`src/rtl/bilinear_pkg.sv`:
```
// Shared types for the bilinear fetch path: Q8.8 fixed point, fetch FSM states
// and the captured neighbour quad.
package bilinear_pkg;
  localparam int          FRAC_BITS = 8;
  localparam logic [15:0] ONE_FX    = 16'h0100;

  typedef logic [15:0] fx_t;

  typedef enum logic [3:0] {
    ST_IDLE, ST_SETUP, ST_RD0, ST_RD1, ST_RD2, ST_RD3,
    ST_CAP, ST_PRESENT, ST_ADV, ST_FIN
  } fetch_state_t;

  typedef struct packed {
    logic [7:0] p00;
    logic [7:0] p10;
    logic [7:0] p01;
    logic [7:0] p11;
  } quad_t;
endpackage

```
`src/rtl/bilinear_fetch_unit_if.sv`:
```
// Source-memory read port plus the neighbour-set stream toward interpolation.
interface bilinear_fetch_unit_if #(
  parameter int DIM_W  = 10,
  parameter int ADDR_W = 20
) ();
  import bilinear_pkg::*;

  logic              mem_rd;
  logic [ADDR_W-1:0] mem_addr;
  logic [7:0]        mem_rdata;
  logic [7:0]        p00, p10, p01, p11;
  fx_t               a, b;
  logic              out_valid;
  logic              out_ready;
  logic [DIM_W-1:0]  dst_x, dst_y;

  modport master (
    output mem_rd, mem_addr, p00, p10, p01, p11, a, b, out_valid, dst_x, dst_y,
    input  mem_rdata, out_ready
  );

  modport slave (
    input  mem_rd, mem_addr, p00, p10, p01, p11, a, b, out_valid, dst_x, dst_y,
    output mem_rdata, out_ready
  );
endinterface

```
`src/rtl/bilinear_coord_step.sv`:
```
// Splits one Q(DIM_W).8 accumulator into neighbour indices and a fraction,
// clamping both indices to the last source row/column.
module bilinear_coord_step
  import bilinear_pkg::*;
#(
  parameter int DIM_W = 10
) (
  input  logic [DIM_W+FRAC_BITS-1:0] acc,
  input  logic [DIM_W-1:0]           src_dim,
  output logic [DIM_W-1:0]           i0,
  output logic [DIM_W-1:0]           i1,
  output logic [FRAC_BITS-1:0]       frac
);
  logic [DIM_W-1:0] ipart, last;

  always_comb begin
    ipart = acc[DIM_W+FRAC_BITS-1:FRAC_BITS];
    last  = src_dim - 1'b1;
    frac  = acc[FRAC_BITS-1:0];
    // At or past the edge both taps collapse; the fraction is left as-is.
    if (ipart >= last) begin
      i0 = last;
      i1 = last;
    end else begin
      i0 = ipart;
      i1 = ipart + 1'b1;
    end
  end
endmodule

```
`src/rtl/bilinear_fetch_unit.sv`:
```
// Raster-scans the destination, fetches the four source neighbours per pixel
// and hands them to the interpolator over a valid/ready handshake.
module bilinear_fetch_unit
  import bilinear_pkg::*;
#(
  parameter int DIM_W  = 10,
  parameter int ADDR_W = 20
) (
  input  logic              clk,
  input  logic              rst,
  input  logic              start,
  input  logic [DIM_W-1:0]  src_w,
  input  logic [DIM_W-1:0]  src_h,
  input  logic [DIM_W-1:0]  dst_w,
  input  logic [DIM_W-1:0]  dst_h,
  input  fx_t               scale_x,
  input  fx_t               scale_y,
  output logic              busy,
  output logic              done,
  bilinear_fetch_unit_if.master bus
);
  localparam int ACC_W = DIM_W + FRAC_BITS;

  fetch_state_t      state, nxt;
  logic [DIM_W-1:0]  sw, sh, dw, dh, dx, dy;
  fx_t               sx, sy;
  logic [ACC_W-1:0]  fx, fy;
  logic [ADDR_W-1:0] addr_q, rd_addr, row0, row1;
  quad_t             pix;
  logic [DIM_W-1:0]  x0, x1, y0, y1;
  logic [7:0]        fa, fb;
  logic              last_px;

  bilinear_coord_step #(.DIM_W(DIM_W)) u_step_x (.acc(fx), .src_dim(sw), .i0(x0), .i1(x1), .frac(fa));
  bilinear_coord_step #(.DIM_W(DIM_W)) u_step_y (.acc(fy), .src_dim(sh), .i0(y0), .i1(y1), .frac(fb));

  assign last_px = (dx == dw - 1'b1) && (dy == dh - 1'b1);
  assign row0    = ADDR_W'(y0) * ADDR_W'(sw);
  assign row1    = ADDR_W'(y1) * ADDR_W'(sw);

  // Address is live only during the read states; otherwise the last one is held.
  always_comb begin
    unique case (state)
      ST_RD0:  rd_addr = row0 + ADDR_W'(x0);
      ST_RD1:  rd_addr = row0 + ADDR_W'(x1);
      ST_RD2:  rd_addr = row1 + ADDR_W'(x0);
      ST_RD3:  rd_addr = row1 + ADDR_W'(x1);
      default: rd_addr = addr_q;
    endcase
  end

  always_ff @(posedge clk or posedge rst)
    if (rst) state <= ST_IDLE;
    else     state <= nxt;

  always_comb begin
    nxt           = state;
    bus.mem_rd    = 1'b0;
    bus.out_valid = 1'b0;
    busy          = 1'b1;
    done          = 1'b0;
    unique case (state)
      ST_IDLE: begin
        busy = 1'b0;
        if (start) nxt = ST_SETUP;
      end
      ST_SETUP:   nxt = (dw == '0 || dh == '0) ? ST_FIN : ST_RD0;
      ST_RD0:     begin bus.mem_rd = 1'b1; nxt = ST_RD1; end
      ST_RD1:     begin bus.mem_rd = 1'b1; nxt = ST_RD2; end
      ST_RD2:     begin bus.mem_rd = 1'b1; nxt = ST_RD3; end
      ST_RD3:     begin bus.mem_rd = 1'b1; nxt = ST_CAP; end
      ST_CAP:     nxt = ST_PRESENT;
      ST_PRESENT: begin
        bus.out_valid = 1'b1;
        if (bus.out_ready) nxt = ST_ADV;
      end
      ST_ADV:     nxt = last_px ? ST_FIN : ST_RD0;
      ST_FIN:     begin done = 1'b1; nxt = ST_IDLE; end
      default:    nxt = ST_IDLE;
    endcase
  end

  always_ff @(posedge clk or posedge rst) begin
    if (rst) begin
      sw <= '0; sh <= '0; dw <= '0; dh <= '0; sx <= '0; sy <= '0;
      dx <= '0; dy <= '0; fx <= '0; fy <= '0;
      addr_q <= '0; pix <= '0;
    end else begin
      addr_q <= rd_addr;
      unique case (state)
        ST_IDLE: if (start) begin
          sw <= src_w; sh <= src_h; dw <= dst_w; dh <= dst_h;
          sx <= scale_x; sy <= scale_y;
          dx <= '0; dy <= '0; fx <= '0; fy <= '0;
        end
        // Read data lags the strobe by one cycle, hence the one-state offset.
        ST_RD1: pix.p00 <= bus.mem_rdata;
        ST_RD2: pix.p10 <= bus.mem_rdata;
        ST_RD3: pix.p01 <= bus.mem_rdata;
        ST_CAP: pix.p11 <= bus.mem_rdata;
        ST_ADV: if (!last_px) begin
          if (dx < dw - 1'b1) begin
            dx <= dx + 1'b1;
            fx <= fx + ACC_W'(sx);
          end else begin
            dx <= '0;
            fx <= '0;
            dy <= dy + 1'b1;
            fy <= fy + ACC_W'(sy);
          end
        end
        default: ;
      endcase
    end
  end

  assign bus.mem_addr = rd_addr;
  assign bus.p00      = pix.p00;
  assign bus.p10      = pix.p10;
  assign bus.p01      = pix.p01;
  assign bus.p11      = pix.p11;
  assign bus.a        = fx_t'({8'h00, fa});
  assign bus.b        = fx_t'({8'h00, fb});
  assign bus.dst_x    = dx;
  assign bus.dst_y    = dy;
endmodule
```
`src/flat_wrapper.sv`:
```
// flat-port wrapper written by rule: the top's interface ports become plain ports
module bilinear_fetch_unit_flat import bilinear_pkg::*;
#(
  parameter int DIM_W  = 10,
  parameter int ADDR_W = 20
)
  (clk, rst, start, src_w, src_h, dst_w, dst_h, scale_x, scale_y, busy, done, bus_mem_rd, bus_mem_addr, bus_p00, bus_p10, bus_p01, bus_p11, bus_a, bus_b, bus_out_valid, bus_dst_x, bus_dst_y, bus_mem_rdata, bus_out_ready);
  bilinear_fetch_unit_if #(.DIM_W(DIM_W), .ADDR_W(ADDR_W)) bus_i ();
  input  logic clk;
  input  logic rst;
  input  logic start;
  input  logic [DIM_W-1:0] src_w;
  input  logic [DIM_W-1:0] src_h;
  input  logic [DIM_W-1:0] dst_w;
  input  logic [DIM_W-1:0] dst_h;
  input  fx_t scale_x;
  input  fx_t scale_y;
  output logic busy;
  output logic done;
  output wire logic [$bits(bus_i.mem_rd)-1:0] bus_mem_rd;
  output wire logic [$bits(bus_i.mem_addr)-1:0] bus_mem_addr;
  output wire logic [$bits(bus_i.p00)-1:0] bus_p00;
  output wire logic [$bits(bus_i.p10)-1:0] bus_p10;
  output wire logic [$bits(bus_i.p01)-1:0] bus_p01;
  output wire logic [$bits(bus_i.p11)-1:0] bus_p11;
  output wire logic [$bits(bus_i.a)-1:0] bus_a;
  output wire logic [$bits(bus_i.b)-1:0] bus_b;
  output wire logic [$bits(bus_i.out_valid)-1:0] bus_out_valid;
  output wire logic [$bits(bus_i.dst_x)-1:0] bus_dst_x;
  output wire logic [$bits(bus_i.dst_y)-1:0] bus_dst_y;
  input wire logic [$bits(bus_i.mem_rdata)-1:0] bus_mem_rdata;
  input wire logic [$bits(bus_i.out_ready)-1:0] bus_out_ready;
  assign bus_mem_rd = bus_i.mem_rd;
  assign bus_mem_addr = bus_i.mem_addr;
  assign bus_p00 = bus_i.p00;
  assign bus_p10 = bus_i.p10;
  assign bus_p01 = bus_i.p01;
  assign bus_p11 = bus_i.p11;
  assign bus_a = bus_i.a;
  assign bus_b = bus_i.b;
  assign bus_out_valid = bus_i.out_valid;
  assign bus_dst_x = bus_i.dst_x;
  assign bus_dst_y = bus_i.dst_y;
  assign bus_i.mem_rdata = bus_mem_rdata;
  assign bus_i.out_ready = bus_out_ready;
  bilinear_fetch_unit #(.DIM_W(DIM_W), .ADDR_W(ADDR_W)) u_core (.clk(clk), .rst(rst), .start(start), .src_w(src_w), .src_h(src_h), .dst_w(dst_w), .dst_h(dst_h), .scale_x(scale_x), .scale_y(scale_y), .busy(busy), .done(done), .bus(bus_i));
endmodule
```
`config.mk`:
```
export PLATFORM = sky130hd
export DESIGN_NAME = bilinear_fetch_unit_flat
export DESIGN_NICKNAME = d
export VERILOG_FILES = /design/src/rtl/bilinear_pkg.sv /design/src/rtl/bilinear_fetch_unit_if.sv /design/src/rtl/bilinear_coord_step.sv /design/src/rtl/bilinear_fetch_unit.sv /design/src/flat_wrapper.sv
export SDC_FILE = /design/constraint.sdc
export NUM_CORES = 1
export LEC_CHECK = 0
export CAP_MARGIN = 20
export CORE_MARGIN = 5
export CORE_UTILIZATION = 45
export DETAILED_ROUTE_END_ITERATION = 10
export GPL_ROUTABILITY_DRIVEN = 0
export HOLD_SLACK_MARGIN = 0.12
export PLACE_DENSITY = 0.65
export SYNTH_ARGS = -nofsm -noshare
export SYNTH_HDL_FRONTEND = slang
export SYNTH_SLANG_ARGS = --single-unit
```
`constraint.sdc`:
```
create_clock -name clk -period 15.5 [get_ports clk]
set_input_delay 3.1 -clock clk [delete_from_list [all_inputs] [get_ports clk]]
set_output_delay 3.1 -clock clk [all_outputs]
set_load 0.01 [all_outputs]
```
==> flow_metrics.env, run 1 <==
export IMPL_place_hpwl_mm=40.9
export IMPL_initial_core_util=0.458
export IMPL_critPathCaptureType="output pin"
export IMPL_ys_ff_latch=184
export IMPL_drc=0
export IMPL_ys_types=80
export IMPL_vias_per_cell=5.50
export IMPL_clock_latency_ps=480
export IMPL_place_ws_ps=1610
export IMPL_ys_seq_area_frac=0.239
export IMPL_max_cap_viol_count=0
export IMPL_routedWlPerCell_microns=18.1
export IMPL_root_buffer="clkbuf_16"
export IMPL_slew_violations=0
export IMPL_crit_fanout=20
export IMPL_synth_area_leader_cell="dfrtp_1"
export IMPL_cts_resized=0
export IMPL_reg2reg_from="u_core.sh[0]"
export IMPL_cts_tree="done"
export IMPL_post_cts_setup_buffer_count=0
export IMPL_clock_sinks=184
export IMPL_drt_iter0_markers=989
export IMPL_holdPathStages=2
export IMPL_maxSlewHeadroom=0.216
export IMPL_clk_pin_slew_ps=80
export IMPL_finalHoldViolations=0
export IMPL_r2r_slack_ps=5470
export IMPL_cpPeakStageDelay_ps=720
export IMPL_io_pins=192
export IMPL_slowest_stage="mux2i_1"
export IMPL_min_to="u_core.addr_q[1]"
export IMPL_antenna_cells=0
export IMPL_num_vias=15994
export IMPL_postSynthAreaPerCell_sq_um=8.63
export IMPL_synth_top_area_share=0.239
export IMPL_grt_overflow=0
export IMPL_drt_total_wl_mm=52.6
export IMPL_hold_class="flop to flop"
export IMPL_rr_worst_depth=37
export IMPL_grt_usage=0.225
export IMPL_grt_pass1_wl_mm=86.4
export IMPL_dieWidth_microns=217
export IMPL_ant_nets=0
export IMPL_placed_cell_area_sq_um=21400
export IMPL_antenna_found_initial=0
export IMPL_hold_start="u_core.addr_q[1]"
export IMPL_synthArstFlopShare=1.00
export IMPL_fmax_mhz=71.6
export IMPL_setup_viol=0
export IMPL_drive_above_1_share=0.0431
export IMPL_final_nets=2768
export IMPL_cp_required_ps=12400
export IMPL_area_growth_pct=14.3
export IMPL_postCtsHoldBufs=0
export IMPL_die_h_microns=217
export IMPL_synth_edf_count=0
export IMPL_die_area_sq_um=47100
export IMPL_tns_ps=0
export IMPL_grt_pass1_vias=16568
export IMPL_cts_buffers=17
export IMPL_worstMarginPinSlew_ps=1140
export IMPL_r2r_end="u_core.addr_q[19]"
export IMPL_htree_levels=4
export IMPL_start_kind="flop"
export IMPL_rows=75
export IMPL_design_area_sq_um=22100
export IMPL_min_period_over_period=0.901
export IMPL_cp_arrival_ps=10860
export IMPL_rsz0062_at_grt="false"
export IMPL_syn_area_sq_um=19300
export IMPL_skew_ps=15.4
export IMPL_synth_ff_type="dfrtp_1"
export IMPL_status="finished, final reports clean"
export IMPL_core_area_sq_um=42100
export IMPL_port_buffers=175
export IMPL_synth_warnings=0
export IMPL_yosys_top_cells_area="dfrtp_1 24%, fa_1 13%, ha_1 13%"
export IMPL_synth_cells=2234
export IMPL_fin_ws_ps=1540
export IMPL_layout_min_cycle_time_ps=13960
export IMPL_critPathKind="flop to output pin"
export IMPL_cts_buffer_depth=2
export IMPL_grt_max_degree=110
export IMPL_drtPass1Iterations=5
[stage by stage]
step | hold slack [ps] | util | instances
finish | 480 | 0.523 | 2906
global route | 507 | 0.523 | 2906
CTS | 486 | 0.522 | 2903
detailed placement | 468 | 0.508 | 2871
global placement | 459 | 0.508 | 2871
floorplan | 450 | - | 2249
[critical path: cells and delay by family, from the launching register on]
family	cells	cell delay, ps
mux	1	720
simple gates	6	1000
xor+xnor	2	630
flops	1	460
buf+inv	6	980
compound gates	14	3030
fa+ha+maj	9	3550
[sequential cells by signal, summed over array words and instances (netlist names), 10 cells and up]
register          flops
u_core.fx            18
u_core.dw            10
u_core.bus.dst_y     10
u_core.sy            16
u_core.sw            10
u_core.addr_q        20
u_core.fy            18
u_core.bus.dst_x     10
u_core.sh            10
u_core.dh            10
u_core.sx            16
[placed cells by master, fill, tap and decap left out, types with 5 or more instances in the layout]
cell / instances
nor2_1: 86
xor2_1: 43
mux2_2: 20
ha_1: 202
a21oi_1: 62
or2_2: 5
fa_1: 128
mux2i_1: 51
o21a_1: 16
nor3_2: 5
nand3_1: 35
inv_1: 180
clkbuf_16: 17
o21ai_0: 69
nand2_1: 463
a211oi_1: 8
nor3_1: 50
clkdlybuf4s50_1: 175
nand4_1: 9
a221o_1: 6
o21bai_1: 13
and3_1: 13
o31ai_1: 16
nor4_1: 15
inv_8: 5
buf_4: 18
dfrtp_1: 184
a22oi_1: 13
a31oi_1: 12
nor2b_1: 7
o22ai_1: 5
and2_1: 130
a21o_1: 41
o211ai_1: 14
xnor2_1: 109
nand2b_1: 20
or3_1: 13
conb_1: 16
[worst max path at each step]
stage / startpoint / end / slack, ps
after floorplan: u_core.sh[0] / bus_mem_addr[19] / 3670
after global placement: u_core.sh[0] / bus_mem_addr[19] / 1930
after detailed placement: u_core.sh[0] / bus_mem_addr[19] / 1610
after CTS: u_core.sh[0] / bus_mem_addr[19] / 1080
after global routing: u_core.sh[0] / bus_mem_addr[19] / 720
final: u_core.sh[0] / bus_mem_addr[19] / 1540
[routing by layer]
metal	vias to the layer above	share of wire	global-route usage
met5	-	0	0
met4	0	0.021	0.0598
met3	69	0.036	0.0307
met2	357	0.50	0.401
met1	7880	0.44	0.289
li1	7688	-	-
[kinds of logic (layout without fill, tap and decap cells)]
logic type / Yosys count / in the layout / share of synthesized area
simple gates: 875 / 875 / 0.210
fa+ha+maj: 330 / 330 / 0.264
compound gates: 330 / 330 / 0.116
buf+inv: 291 / 409 / 0.0639
flops: 184 / 184 / 0.239
xor+xnor: 152 / 152 / 0.0690
mux: 71 / 71 / 0.0381
other cells: 1 / 16 / 0.000194
[synthesized netlist by cell type (9+ instances only)]
cell      count
buf_4        33
xor2_1       43
nor4_1       15
or3_1        13
a21o_1       41
fa_1        128
o211ai_1     14
o21a_1       16
xnor2_1     109
clkbuf_1     62
a31oi_1      12
a22oi_1      13
nor2_1       86
nor3_1       53
buf_2        13
o31ai_1      16
dfrtp_1     184
nand3_1      35
o21ai_0      69
and2_1      131
nand2b_1     20
a21oi_1      64
mux2i_1      51
and3_1       13
o21bai_1     13
inv_1       181
nand4_1       9
ha_1        202
mux2_2       20
nand2_1     464
[area by class of cell]
class | instances | area [sq um]
multi-input combinational | 1774 | 13500
sequential | 184 | 4600
timing repair buffer | 196 | 1960
clock inverter | 15 | 160
clock buffer | 17 | 425
fill | 3943 | 20100
inverter | 181 | 687
tap | 539 | 674
Power of run 1 is not shown: default switching activity piles up to over one toggle a cycle in this logic, so the estimate is an artifact.
==> run 2: changes to the inputs <==
Settings changed: CORE_MARGIN 5 to default.
==> flow_metrics.env, run 2 (synthesis gave the netlist of run 1 again) <==
export IMPL_crit_fanout=16
export IMPL_crit_end="bus_mem_addr[19]"
export IMPL_n_fill_cell=3956
export IMPL_grt_overflow=0
export IMPL_final_cell_mix="463 x nand2_1, 202 x ha_1, 184 x dfrtp_1"
export IMPL_worstMarginPinSlew_ps=1100
export IMPL_max_cap_viol_count=0
export IMPL_slowest_stage="mux2i_1"
export IMPL_crit_buf_inv=6
export IMPL_cp_depth=38
export IMPL_slew_violations=0
export IMPL_drt_total_wl_mm=51.7
export IMPL_clock_sinks=184
export IMPL_drtPass1Iterations=6
export IMPL_cts_buffer_depth=2
export IMPL_drt_iter0_markers=958
export IMPL_top_regs="u_core.addr_q: 20 flops, u_core.fx: 18 flops, u_core.fy: 18 flops"
export IMPL_cts_buffers=17
export IMPL_num_vias=16065
export IMPL_p_clk_frac=0.075
export IMPL_io_pins=192
export IMPL_dieWidth_microns=209
export IMPL_tns_ps=0
export IMPL_cts_resized=0
export IMPL_rsz0062_at_grt="false"
export IMPL_post_cts_setup_buffer_count=0
export IMPL_layout_min_cycle_time_ps=14090
export IMPL_multi_input_area_sq_um=13500
export IMPL_ant_nets=0
export IMPL_antenna_cells=0
export IMPL_peakVddDrop_uv=117
export IMPL_area_growth_pct=13.8
export IMPL_reg2reg_from="u_core.sh[0]"
export IMPL_clk_pin_slew_ps=70
export IMPL_clock_latency_ps=460
export IMPL_drc=0
export IMPL_finalHoldViolations=0
export IMPL_final_nets=2766
export IMPL_vias_per_cell=5.54
export IMPL_start_kind="flop"
export IMPL_antenna_found_initial=0
export IMPL_switching_share=0.522
export IMPL_grt_usage=0.245
export IMPL_cp_required_ps=12400
export IMPL_r2r_end="u_core.addr_q[19]"
export IMPL_final_common_cell="nand2_1"
export IMPL_hold_class="flop to flop"
export IMPL_p_switching_mw=2.80
export IMPL_skew_ps=11.0
export IMPL_comb_power_share=0.767
export IMPL_cp_arrival_ps=10990
export IMPL_p_seq_frac=0.157
export IMPL_routedWlPerCell_microns=17.8
export IMPL_port_buffers=175
export IMPL_initial_core_util=0.458
export IMPL_largest_reg_flops=20
export IMPL_place_hpwl_mm=40.1
export IMPL_fmax_mhz=71.0
export IMPL_die_area_sq_um=43700
export IMPL_seqCellArea_sq_um=4600
export IMPL_r2r_slack_ps=5330
export IMPL_critPathKind="flop to output pin"
export IMPL_internal_power_mw=2.57
export IMPL_critPathCaptureType="output pin"
export IMPL_setup_viol=0
export IMPL_root_buffer="clkbuf_16"
export IMPL_startpoint="u_core.sh[0]"
export IMPL_cpPeakStageDelay_ps=700
export IMPL_top_register="u_core.addr_q"
export IMPL_core_area_sq_um=42100
export IMPL_status="finished, final reports clean"
export IMPL_grt_max_degree=120
export IMPL_power_leakage_nw=11.0
export IMPL_htree_levels=4
export IMPL_p_per_area_nw_per_um2=245
export IMPL_die_h_microns=209
export IMPL_rows=75
export IMPL_critPathTopFamily="adder cells"
export IMPL_total_power_mw=5.37
export IMPL_min_period_over_period=0.909
export IMPL_grt_pass1_wl_mm=85.4
export IMPL_rr_worst_depth=37
export IMPL_postCtsHoldBufs=0
export IMPL_drive_above_1_share=0.0402
export IMPL_cts_tree="done"
export IMPL_grt_pass1_vias=16599
export IMPL_maxSlewHeadroom=0.266
[run 2: cell count changes in the layout (fill, tap and decap cells not counted), sizes merged]
cell and change:
clkinv -3, clkbuf +3, inv -3, buf -2
[run 2: tightest hold or removal path, delay by kind of cell, from the launching register on]
kind | cells | cell delay [ps]
flip-flops | 1 | 340
AND/OR/NAND/NOR | 2 | 100
[run 2: area by class of cell]
type,count,share of cell area
Clock buffer,20,0.0204
Sequential cell,184,0.210
Inverter,181,0.0313
Tap cell,539,0.0307
Timing Repair Buffer,194,0.0876
Clock inverter,9,0.00325
Multi-Input combinational cell,1774,0.617
[run 2: how the worst min path moves through the flow]
stage / startpoint / end / cells past startpoint
after global placement: u_core.bus.p01[0] / u_core.bus.p01[0] / 2
after detailed placement: u_core.bus.p01[7] / u_core.bus.p01[7] / 2
final: u_core.bus.p01[7] / u_core.bus.p01[7] / 2
after global routing: u_core.addr_q[1] / u_core.addr_q[1] / 2
after floorplan: u_core.sx[0] / u_core.sx[0] / 2
after CTS: u_core.bus.p01[7] / u_core.bus.p01[7] / 2
[run 2: per-layer routing]
metal	share of wire	up-vias	global-route usage
met5	0	-	0
met4	0.032	0	0.0925
met3	0.047	82	0.0353
met2	0.49	405	0.426
met1	0.43	7917	0.306
li1	-	7661	-
[run 2: through the flow]
| step | hold slack [ps] | setup slack (ps) | cells | utilization | cell area (sq um) |
|---|---|---|---|---|---|
| final | 475 | 1410 | 2901 | 0.521 | 21900 |
| after global routing | 494 | 617 | 2901 | 0.521 | 21900 |
| after CTS | 478 | 1170 | 2899 | 0.520 | 21900 |
| after detailed placement | 462 | 1670 | 2870 | 0.508 | 21400 |
| after global placement | 458 | 1920 | 2870 | 0.508 | 21400 |
| after floorplan | 450 | 3670 | 2249 | - | 19300 |
[run 2: power by group through the flow]
stage               logic (mW)  registers [mW]  clock network (mW)
floorplan                 3.05           0.780                   0
global placement          4.01           0.845                   0
detailed placement        4.09           0.853                   0
CTS                       4.12           0.844               0.413
global route              4.61           0.869               0.430
finish                    4.12           0.846               0.403
(Power assumes the default switching activity.)
==> run 3: changes to the inputs <==
Settings changed: SKIP_LAST_GASP from default to 1.
==> results of run 3 <==
No change in the layout: final DEF, timing and power equal those of run 2.
